$ cat src/rtl/pit_if.sv
// Host-side signal bundle for the programmable interval timer: strobes from the
// I/O address decoder, write/read data, and the timer interrupt request.
interface pit_if #(
  parameter int WIDTH = 16
);
  logic             tick_en;
  logic             pit0w;
  logic             pit1w;
  logic             pit0r;
  logic             pit1r;
  logic [WIDTH-1:0] din;
  logic [WIDTH-1:0] dout;
  logic             dout_oe;
  logic             tint;

  modport master (
    output tick_en, pit0w, pit1w, pit0r, pit1r, din,
    input  dout, dout_oe, tint
  );

  modport slave (
    input  tick_en, pit0w, pit1w, pit0r, pit1r, din,
    output dout, dout_oe, tint
  );
endinterface

$ cat src/rtl/pit_timer.sv
// Programmable interval timer: PIT0 prescaler feeding a PIT1 divider, emitting a
// one-cycle tint every (PIT0+1)*(PIT1+1) enabled ticks; PIT0 reload of 0 stops it.
module pit_timer #(
  parameter int WIDTH = 16
) (
  input  logic  sys_clk,
  input  logic  reset,
  pit_if.slave  bus
);

  localparam logic [WIDTH-1:0] ONE = {{(WIDTH-1){1'b0}}, 1'b1};

  logic [WIDTH-1:0] reload0_q, reload0_d;
  logic [WIDTH-1:0] reload1_q, reload1_d;
  logic [WIDTH-1:0] cnt0_q, cnt0_d;
  logic [WIDTH-1:0] cnt1_q, cnt1_d;
  logic             tint_q, tint_d;
  logic             run;
  logic             step0;
  logic             wrap0;
  logic [WIDTH-1:0] rdata;

  always_comb begin
    reload0_d = reload0_q;
    reload1_d = reload1_q;
    cnt0_d    = cnt0_q;
    cnt1_d    = cnt1_q;
    tint_d    = 1'b0;

    run   = (reload0_q != '0);
    // A PIT0 write swallows the prescaler tick, so the divider cannot step either.
    step0 = run && bus.tick_en && !bus.pit0w;
    wrap0 = step0 && (cnt0_q == '0);

    if (step0) begin
      cnt0_d = wrap0 ? reload0_q : (cnt0_q - ONE);
    end

    if (wrap0 && !bus.pit1w) begin
      if (cnt1_q != '0) begin
        cnt1_d = cnt1_q - ONE;
      end else begin
        cnt1_d = reload1_q;
        tint_d = 1'b1;
      end
    end

    if (bus.pit0w) begin
      reload0_d = bus.din;
      cnt0_d    = bus.din;
    end

    if (bus.pit1w) begin
      reload1_d = bus.din;
      cnt1_d    = bus.din;
    end
  end

  always_ff @(posedge sys_clk or posedge reset) begin
    if (reset) begin
      reload0_q <= '0;
      reload1_q <= '0;
      cnt0_q    <= '0;
      cnt1_q    <= '0;
      tint_q    <= 1'b0;
    end else begin
      reload0_q <= reload0_d;
      reload1_q <= reload1_d;
      cnt0_q    <= cnt0_d;
      cnt1_q    <= cnt1_d;
      tint_q    <= tint_d;
    end
  end

  // Reads show the live (pre-edge) counts; both strobes OR the two counts together.
  always_comb begin
    rdata = '0;
    if (bus.pit0r) begin
      rdata = rdata | cnt0_q;
    end
    if (bus.pit1r) begin
      rdata = rdata | cnt1_q;
    end
  end

  assign bus.dout    = rdata;
  assign bus.dout_oe = bus.pit0r | bus.pit1r;
  assign bus.tint    = tint_q;

endmodule

$ cat src/flat_wrapper.sv
// flat-port wrapper written by rule: the top's interface ports become plain ports
module pit_timer_flat 
#(
  parameter int WIDTH = 16
)
  (sys_clk, reset, bus_tick_en, bus_pit0w, bus_pit1w, bus_pit0r, bus_pit1r, bus_din, bus_dout, bus_dout_oe, bus_tint);
  pit_if #(.WIDTH(WIDTH)) bus_i ();
  input  logic sys_clk;
  input  logic reset;
  input wire logic [$bits(bus_i.tick_en)-1:0] bus_tick_en;
  input wire logic [$bits(bus_i.pit0w)-1:0] bus_pit0w;
  input wire logic [$bits(bus_i.pit1w)-1:0] bus_pit1w;
  input wire logic [$bits(bus_i.pit0r)-1:0] bus_pit0r;
  input wire logic [$bits(bus_i.pit1r)-1:0] bus_pit1r;
  input wire logic [$bits(bus_i.din)-1:0] bus_din;
  output wire logic [$bits(bus_i.dout)-1:0] bus_dout;
  output wire logic [$bits(bus_i.dout_oe)-1:0] bus_dout_oe;
  output wire logic [$bits(bus_i.tint)-1:0] bus_tint;
  assign bus_i.tick_en = bus_tick_en;
  assign bus_i.pit0w = bus_pit0w;
  assign bus_i.pit1w = bus_pit1w;
  assign bus_i.pit0r = bus_pit0r;
  assign bus_i.pit1r = bus_pit1r;
  assign bus_i.din = bus_din;
  assign bus_dout = bus_i.dout;
  assign bus_dout_oe = bus_i.dout_oe;
  assign bus_tint = bus_i.tint;
  pit_timer #(.WIDTH(WIDTH)) u_core (.sys_clk(sys_clk), .reset(reset), .bus(bus_i));
endmodule
$ cat config.mk
export PLATFORM = sky130hd
export DESIGN_NAME = pit_timer_flat
export DESIGN_NICKNAME = d
export VERILOG_FILES = /design/src/rtl/pit_if.sv /design/src/rtl/pit_timer.sv /design/src/flat_wrapper.sv
export SDC_FILE = /design/constraint.sdc
export NUM_CORES = 1
export LEC_CHECK = 0
export BUFFER_PORTS_ARGS = -buffer_cell sky130_fd_sc_hd__buf_4
export CORE_UTILIZATION = 43
export CTS_CLUSTER_SIZE = 8
export DETAILED_ROUTE_END_ITERATION = 7
export SETUP_SLACK_MARGIN = 0.2
export SLEW_MARGIN = 30
export SYNTH_ARGS = -nofsm -noshare
export SYNTH_HDL_FRONTEND = slang
export SYNTH_SLANG_ARGS = --single-unit
$ cat constraint.sdc
create_clock -name sys_clk -period 3.16 [get_ports sys_clk]
set_input_delay 0.632 -clock sys_clk [delete_from_list [all_inputs] [get_ports sys_clk]]
set_output_delay 0.632 -clock sys_clk [all_outputs]
set_load 0.02 [all_outputs]
==> results.tsv, run 1 <==
stage	metric	value	unit
run_status	status	finished, final reports clean	
job	maxcap violations	0	
timing	post-route clock skew	0.00793	ns
floorplanning	Die Wd	97.2	um
detailed_routing	Initial DRT Pass Iterations	5	
timing	Slew HR	36.8	%
pwr	Leak	0.00182	uW
finish	share of layout cells above drive strength 1	19.9	%
timing	slew at the pin closest to its max-slew limit	0.946	ns
yosys	EDFF count, synth	0	
yosys	synth cell count leaders	dfrtp_1 (65), o21ai_0 (29), nand3_1 (24)	
clocking	Post-CTS Hold Buffers	0	
clocking	post-CTS sizing	0	
clocking	CTS tree	built	
clocking	clock tree root driver cell	clkbuf_8	
yosys	asr flop ratio synth	100	%
placement	DP HPWL	7880	um
clocking	Clk pin slew, worst setup/hold paths	0.07	ns
finish	fin area	4420	um^2
detailed_routing	Vias	3430	
finish	area of the multi-input gates	2030	um^2
finish	Area Growth Syn to Fin	13.4	%
yosys	Post-Syn Nets	447	
finish	fillers	856	
finish	Antenna Cells	0	
clocking	Setup Fix Bufs, Post-CTS	0	
floorplanning	core area	8760	um^2
min_path	Hold Path Class	in -> async	
global_routing	first-pass GRT wire length	17600	um
placement	# port buffers	40	
yosys	post-synth top area share	41.7	%
timing	RSZ-0062 raised after global routing	no	
detailed_routing	Routed WL	10900	um
placement	dpl cell area	4250	um^2
setup_path	WS Path Type	reg -> reg	
clocking	H-tree depth	3	
yosys	area leader, netlist	dfrtp_1	
setup_path	crit path max fanout	15	
finish	Final #Nets	474	
setup_path	Reg2Reg Setup Slack	0.51	ns
global_routing	vias in the first global route	3207	
setup_path	R2R depth	5	
setup_path	worst r2r src	u_core.cnt1_q[7]$_DFFE_PP0P_	
clocking	Sink Count	65	
setup_path	Req. time, crit path	3.44	ns
detailed_routing	Iter 0 DRT Violations	210	
global_routing	Congestion Overflow GR	0	
setup_path	Critical Path Start Type	register	
timing	Final setup viols	0	
detailed_routing	DR DRC count	0	
floorplanning	IO Count	41	
yosys	Yosys cell types	63	
yosys	Synth Flop Type	dfrtp_1	
detailed_routing	Via-to-Cell Ratio	6.11	
timing	Final period util	83.7	%
setup_path	CP Capture Type	register	
detailed_routing	Wirelength per Cell	19.4	um
yosys	Mapped Area	3900	um^2
placement	final RePlAce weighted congestion	0.851	
timing	setup total negative slack	0	ns
floorplanning	height of the chip	97.2	um
yosys	Seq cells post-synth	65	
yosys	Synth Area per Inst	9.26	um^2
finish	FF/Latch Area	1630	um^2
yosys	count leader, synth	dfrtp_1	
timing	crit path time final	2.65	ns
setup_path	Worst Path Arrival	2.93	ns
setup_path	RR Endpoint	u_core.cnt1_q[0]$_DFFE_PP0P_	
detailed_routing	Routed Antenna Nets	0	
timing	Fin. Hold Viols	0	
yosys	register area share after synthesis	41.7	%
clocking	total CTS buffers	9	
yosys	Yosys warning total	0	
pwr	peak supply drop	0.244	mV
pwr	pwr dens	466	nW/um^2
timing	Final Max Tran Viols	0	
global_routing	GRT Overall Usage	23.8	%
yosys	Synth Instances	421	
global_routing	largest net degree at the start of global routing	56	
clocking	clk buf depth	2	
clocking	clock latency on the worst-skew pair	0.35	ns
timing	Max Fclk	378	MHz
yosys	synth top area cells	dfrtp_1 (42%), mux2_2 (3.8%), o21ai_0 (3.7%)	
global_routing	initial antenna violation count	0	
floorplanning	initial core utilization	44.5	%
floorplanning	num rows	34	
floorplanning	Die Area	9450	um^2
-- power breakdown --
part           switching [uW]  leakage, uW  internal [uW]  total [uW]
logic                     214     0.000949            177         392
registers                 106     0.000775            909        1020
clock network             326    0.0000932            325         650
-- per-layer routing --
layer  vias to the layer above  GRT usage, %  part of all wire (%)
met3                         9          4.24                   4.6
met5                         -             0                     0
li1                       1610             -                     -
met4                         0          6.43                  0.99
met2                       103          37.8                    48
met1                      1708          33.4                    47
-- state kept, by name, summed over array words and instances, names as in the netlist --
name              cells
u_core.bus.tint       1
u_core.reload0_q     16
u_core.cnt1_q        16
u_core.cnt0_q        16
u_core.reload1_q     16
-- worst max-delay path by stage --
stage | startpoint | to | slack, ns | cells after the start
after floorplan | u_core.cnt0_q[7]$_DFFE_PP0P_ | u_core.cnt0_q[13]$_DFFE_PP0P_ | 0.87 | 6
after global placement | u_core.cnt0_q[7]$_DFFE_PP0P_ | u_core.cnt1_q[7]$_DFFE_PP0P_ | 0.64 | 5
after detailed placement | u_core.cnt1_q[7]$_DFFE_PP0P_ | u_core.cnt1_q[0]$_DFFE_PP0P_ | 0.59 | 5
after CTS | u_core.cnt1_q[7]$_DFFE_PP0P_ | u_core.cnt1_q[0]$_DFFE_PP0P_ | 0.57 | 5
after global routing | u_core.cnt0_q[0]$_DFFE_PP0P_ | u_core.cnt1_q[3]$_DFFE_PP0P_ | 0.40 | 8
final | u_core.cnt1_q[7]$_DFFE_PP0P_ | u_core.cnt1_q[0]$_DFFE_PP0P_ | 0.51 | 5
-- cells by family after synthesis --
family,share of synthesized area [%]
AO/OA/AOI/OAI,23.1
XOR/XNOR,2.70
adder cells (fa/ha/maj),0.963
buffers and inverters,6.29
flip-flops,41.7
multiplexers,4.78
AND/OR/NAND/NOR,20.4
-- placed cells by master (no fill, tap or decap), types with 9 or more instances in the layout --
| cell | Yosys | layout |
|---|---|---|
| dfrtp_1 | 65 | 65 |
| buf_4 | 1 | 49 |
| o21ai_0 | 29 | 29 |
| nand3_1 | 24 | 24 |
| nand2_1 | 22 | 22 |
| inv_1 | 22 | 21 |
| nor2_1 | 21 | 21 |
| nor3_1 | 17 | 17 |
| a22o_1 | 15 | 15 |
| a21oi_1 | 15 | 15 |
| mux2_2 | 13 | 13 |
| clkbuf_8 | 0 | 11 |
| o31ai_1 | 10 | 10 |
| nor2b_1 | 9 | 9 |
| a31oi_1 | 9 | 9 |
| xnor2_1 | 9 | 9 |
-- stage by stage --
step           util, %  power [uW]  std cells  worst slack (ns)  hold WS, ns
2_1_floorplan        -        1270        421             0.875        0.448
3_5_place_dp      48.4        1420        545             0.586        0.465
6_report          50.4        2060        561             0.515        0.319
4_1_cts           50.4        2070        561             0.566        0.334
5_1_grt           50.4        2160        561             0.399        0.372
3_3_place_gp      48.4        1410        545             0.640        0.467
-- cell type report --
class	count	area share [%]
clock buffer	13	3.60
multi-input combinational	301	46.0
clock inverter	3	0.340
timing repair buffer	49	8.32
inverter	22	1.87
tap	108	3.06
sequential	65	36.8
-- critical path: stages (launching register included) --
cell and delay [ns]:
dfrtp_1 0.47, nor4_2 0.55, nand2_1 0.42, or2_1 0.57
a2111o_1 0.49, nand3_1 0.08
(Power assumes the default switching activity.)
==> inputs of run 2 (changes only) <==
==> constraint.sdc (replaced) <==
create_clock -name sys_clk -period 2.45 [get_ports sys_clk]
set_input_delay 0.49 -clock sys_clk [delete_from_list [all_inputs] [get_ports sys_clk]]
set_output_delay 0.49 -clock sys_clk [all_outputs]
set_load 0.02 [all_outputs]
==> run 2 against run 1 <==
Effect of this change:
- register-to-register slack worse by 0.39 ns
- clock skew is 0.0028 ns higher
- fmax increased by 14%
- worst setup slack lost 0.39 ns
- via count is 6.0% higher
- critical endpoint is now u_core.cnt1_q[3]$_DFFE_PP0P_
- largest cell class unchanged
- largest power group unchanged
==> results.tsv, run 2 (synthesized netlist as in run 1, its figures left out) <==
stage	metric	value	unit
setup_path	Critical Path Start Type	register	
timing	Max Fclk	430	MHz
finish	share of layout cells above drive strength 1	28.2	%
setup_path	worst r2r src	u_core.cnt0_q[5]$_DFFE_PP0P_	
floorplanning	height of the chip	97.2	um
floorplanning	num rows	34	
detailed_routing	DR DRC count	0	
floorplanning	initial core utilization	44.5	%
timing	setup total negative slack	0	ns
pwr	pwr dens	561	nW/um^2
clocking	Clk pin slew, worst setup/hold paths	0.07	ns
pwr	total power	2700	uW
timing	Fin. Hold Viols	0	
floorplanning	core area	8760	um^2
placement	DP HPWL	7830	um
pwr	Leak	0.00205	uW
setup_path	WS Path Type	reg -> reg	
finish	Area Growth Syn to Fin	23.5	%
clocking	CTS tree	built	
timing	crit path time final	2.32	ns
setup_path	Reg2Reg Setup Slack	0.13	ns
global_routing	initial antenna violation count	0	
detailed_routing	Routed WL	11500	um
setup_path	crit path max fanout	8	
placement	# port buffers	40	
detailed_routing	Wirelength per Cell	19.3	um
timing	Slew HR	66.3	%
pwr	peak supply drop	0.260	mV
setup_path	slowest CP cell	or4_4	
global_routing	GRT Overall Usage	24.6	%
placement	final RePlAce weighted congestion	0.874	
setup_path	Crit path largest cell delay	0.61	ns
setup_path	R2R depth	6	
clocking	Post-CTS Hold Buffers	0	
clocking	Sink Count	65	
timing	worst hold slack	0.215	ns
global_routing	Congestion Overflow GR	0	
timing	Final setup viols	0	
setup_path	Req. time, crit path	2.71	ns
placement	post-placement cell count	569	
clocking	total CTS buffers	9	
floorplanning	Die Wd	97.2	um
timing	RSZ-0062 raised after global routing	yes	
finish	Antenna Cells	0	
job	maxcap violations	0	
detailed_routing	Iter 0 DRT Violations	284	
finish	commonest non-fill, non-tap cell in the layout	buf_4	
floorplanning	IO Count	41	
timing	Final Max Tran Viols	0	
global_routing	largest net degree at the start of global routing	66	
setup_path	CP Capture Type	register	
run_status	status	finished, final reports clean	
timing	slew at the pin closest to its max-slew limit	0.505	ns
clocking	clk buf depth	2	
finish	fillers	792	
setup_path	RR Endpoint	u_core.cnt1_q[3]$_DFFE_PP0P_	
timing	post-route clock skew	0.0107	ns
global_routing	first-pass GRT wire length	18200	um
min_path	Hold Path Class	in -> async	
placement	dpl cell area	4460	um^2
detailed_routing	Routed Antenna Nets	0	
timing	Final period util	94.8	%
setup_path	Worst Path Arrival	2.58	ns
clocking	H-tree depth	3	
finish	fin area	4810	um^2
detailed_routing	Initial DRT Pass Iterations	5	
setup_path	critical-path cell list	nor3_1, nand4_1, or4_4, buf_12, a2111o_1, o211ai_1	
floorplanning	Die Area	9450	um^2
clocking	clock latency on the worst-skew pair	0.35	ns
clocking	clock tree root driver cell	clkbuf_8	
finish	Final Instance Count excl. Fillers	593	
setup_path	crit path from	u_core.cnt0_q[5]$_DFFE_PP0P_	
detailed_routing	Vias	3637	
finish	Final #Nets	507	
global_routing	vias in the first global route	3335	
finish	leading cell types in the layout, fill and taps excluded	buf_4 (75), dfrtp_1 (64), o21ai_0 (29)	
detailed_routing	Via-to-Cell Ratio	6.13	
## run 2: cell types whose count changed in the layout (fill, tap and decap cells not counted), sizes merged
| cell | change |
|---|---|
| buf | +31 |
| clkinv | +1 |
## run 2: cell type report
type,instances,area (um^2),share of cell area (%)
sequential,65,1630,33.8
multi-input combinational,301,2120,44.0
clock buffer,11,141,2.94
tap,108,135,2.81
timing repair buffer,82,687,14.3
inverter,22,82.6,1.72
clock inverter,4,20.0,0.416
## run 2: metrics by stage
step	setup slack [ns]	util, %
after global placement	0.170	50.8
after global routing	0.0790	54.9
after floorplan	0.179	-
after CTS	0.142	53.2
final	0.127	54.9
after detailed placement	0.120	50.8
## run 2: worst max-delay path by stage
stage	cells after the start	end	slack, ns
after global routing	8	u_core.cnt1_q[3]$_DFFE_PP0P_	0.08
after detailed placement	5	u_core.cnt0_q[13]$_DFFE_PP0P_	0.12
final	6	u_core.cnt1_q[3]$_DFFE_PP0P_	0.13
after floorplan	5	u_core.cnt0_q[13]$_DFFE_PP0P_	0.18
after CTS	5	u_core.cnt0_q[13]$_DFFE_PP0P_	0.14
after global placement	5	u_core.cnt0_q[13]$_DFFE_PP0P_	0.17
## run 2: what timing repair did
| action | in CTS | in global routing |
|---|---|---|
| cloned | 0 | 3 |
| setup buffers | 2 | 4 |
| gates resized for setup | 6 | 13 |
| pin swaps | 0 | 10 |
| setup endpoints to repair | 9 | 25 |
## run 2: per-layer routing
| layer | wire length [um] | global-route usage [%] |
|---|---|---|
| met1 | 5290 | 35.6 |
| met5 | 0 | 0 |
| met2 | 5340 | 37.6 |
| met4 | 184 | 7.23 |
| met3 | 639 | 4.32 |
## run 2: where the power goes
group	switching, uW	leakage, uW	internal (uW)
Sequential	119	0.000774	1170
Clock	432	0.0000887	383
Combinational	317	0.00118	277
Total	868	0.00205	1830
## run 2: critical path, delay by kind of cell (launching register included)
family / cells / cell delay, ns
buf+inv: 1 / 0.19
flops: 1 / 0.46
simple gates: 3 / 1.16
compound gates: 2 / 0.42
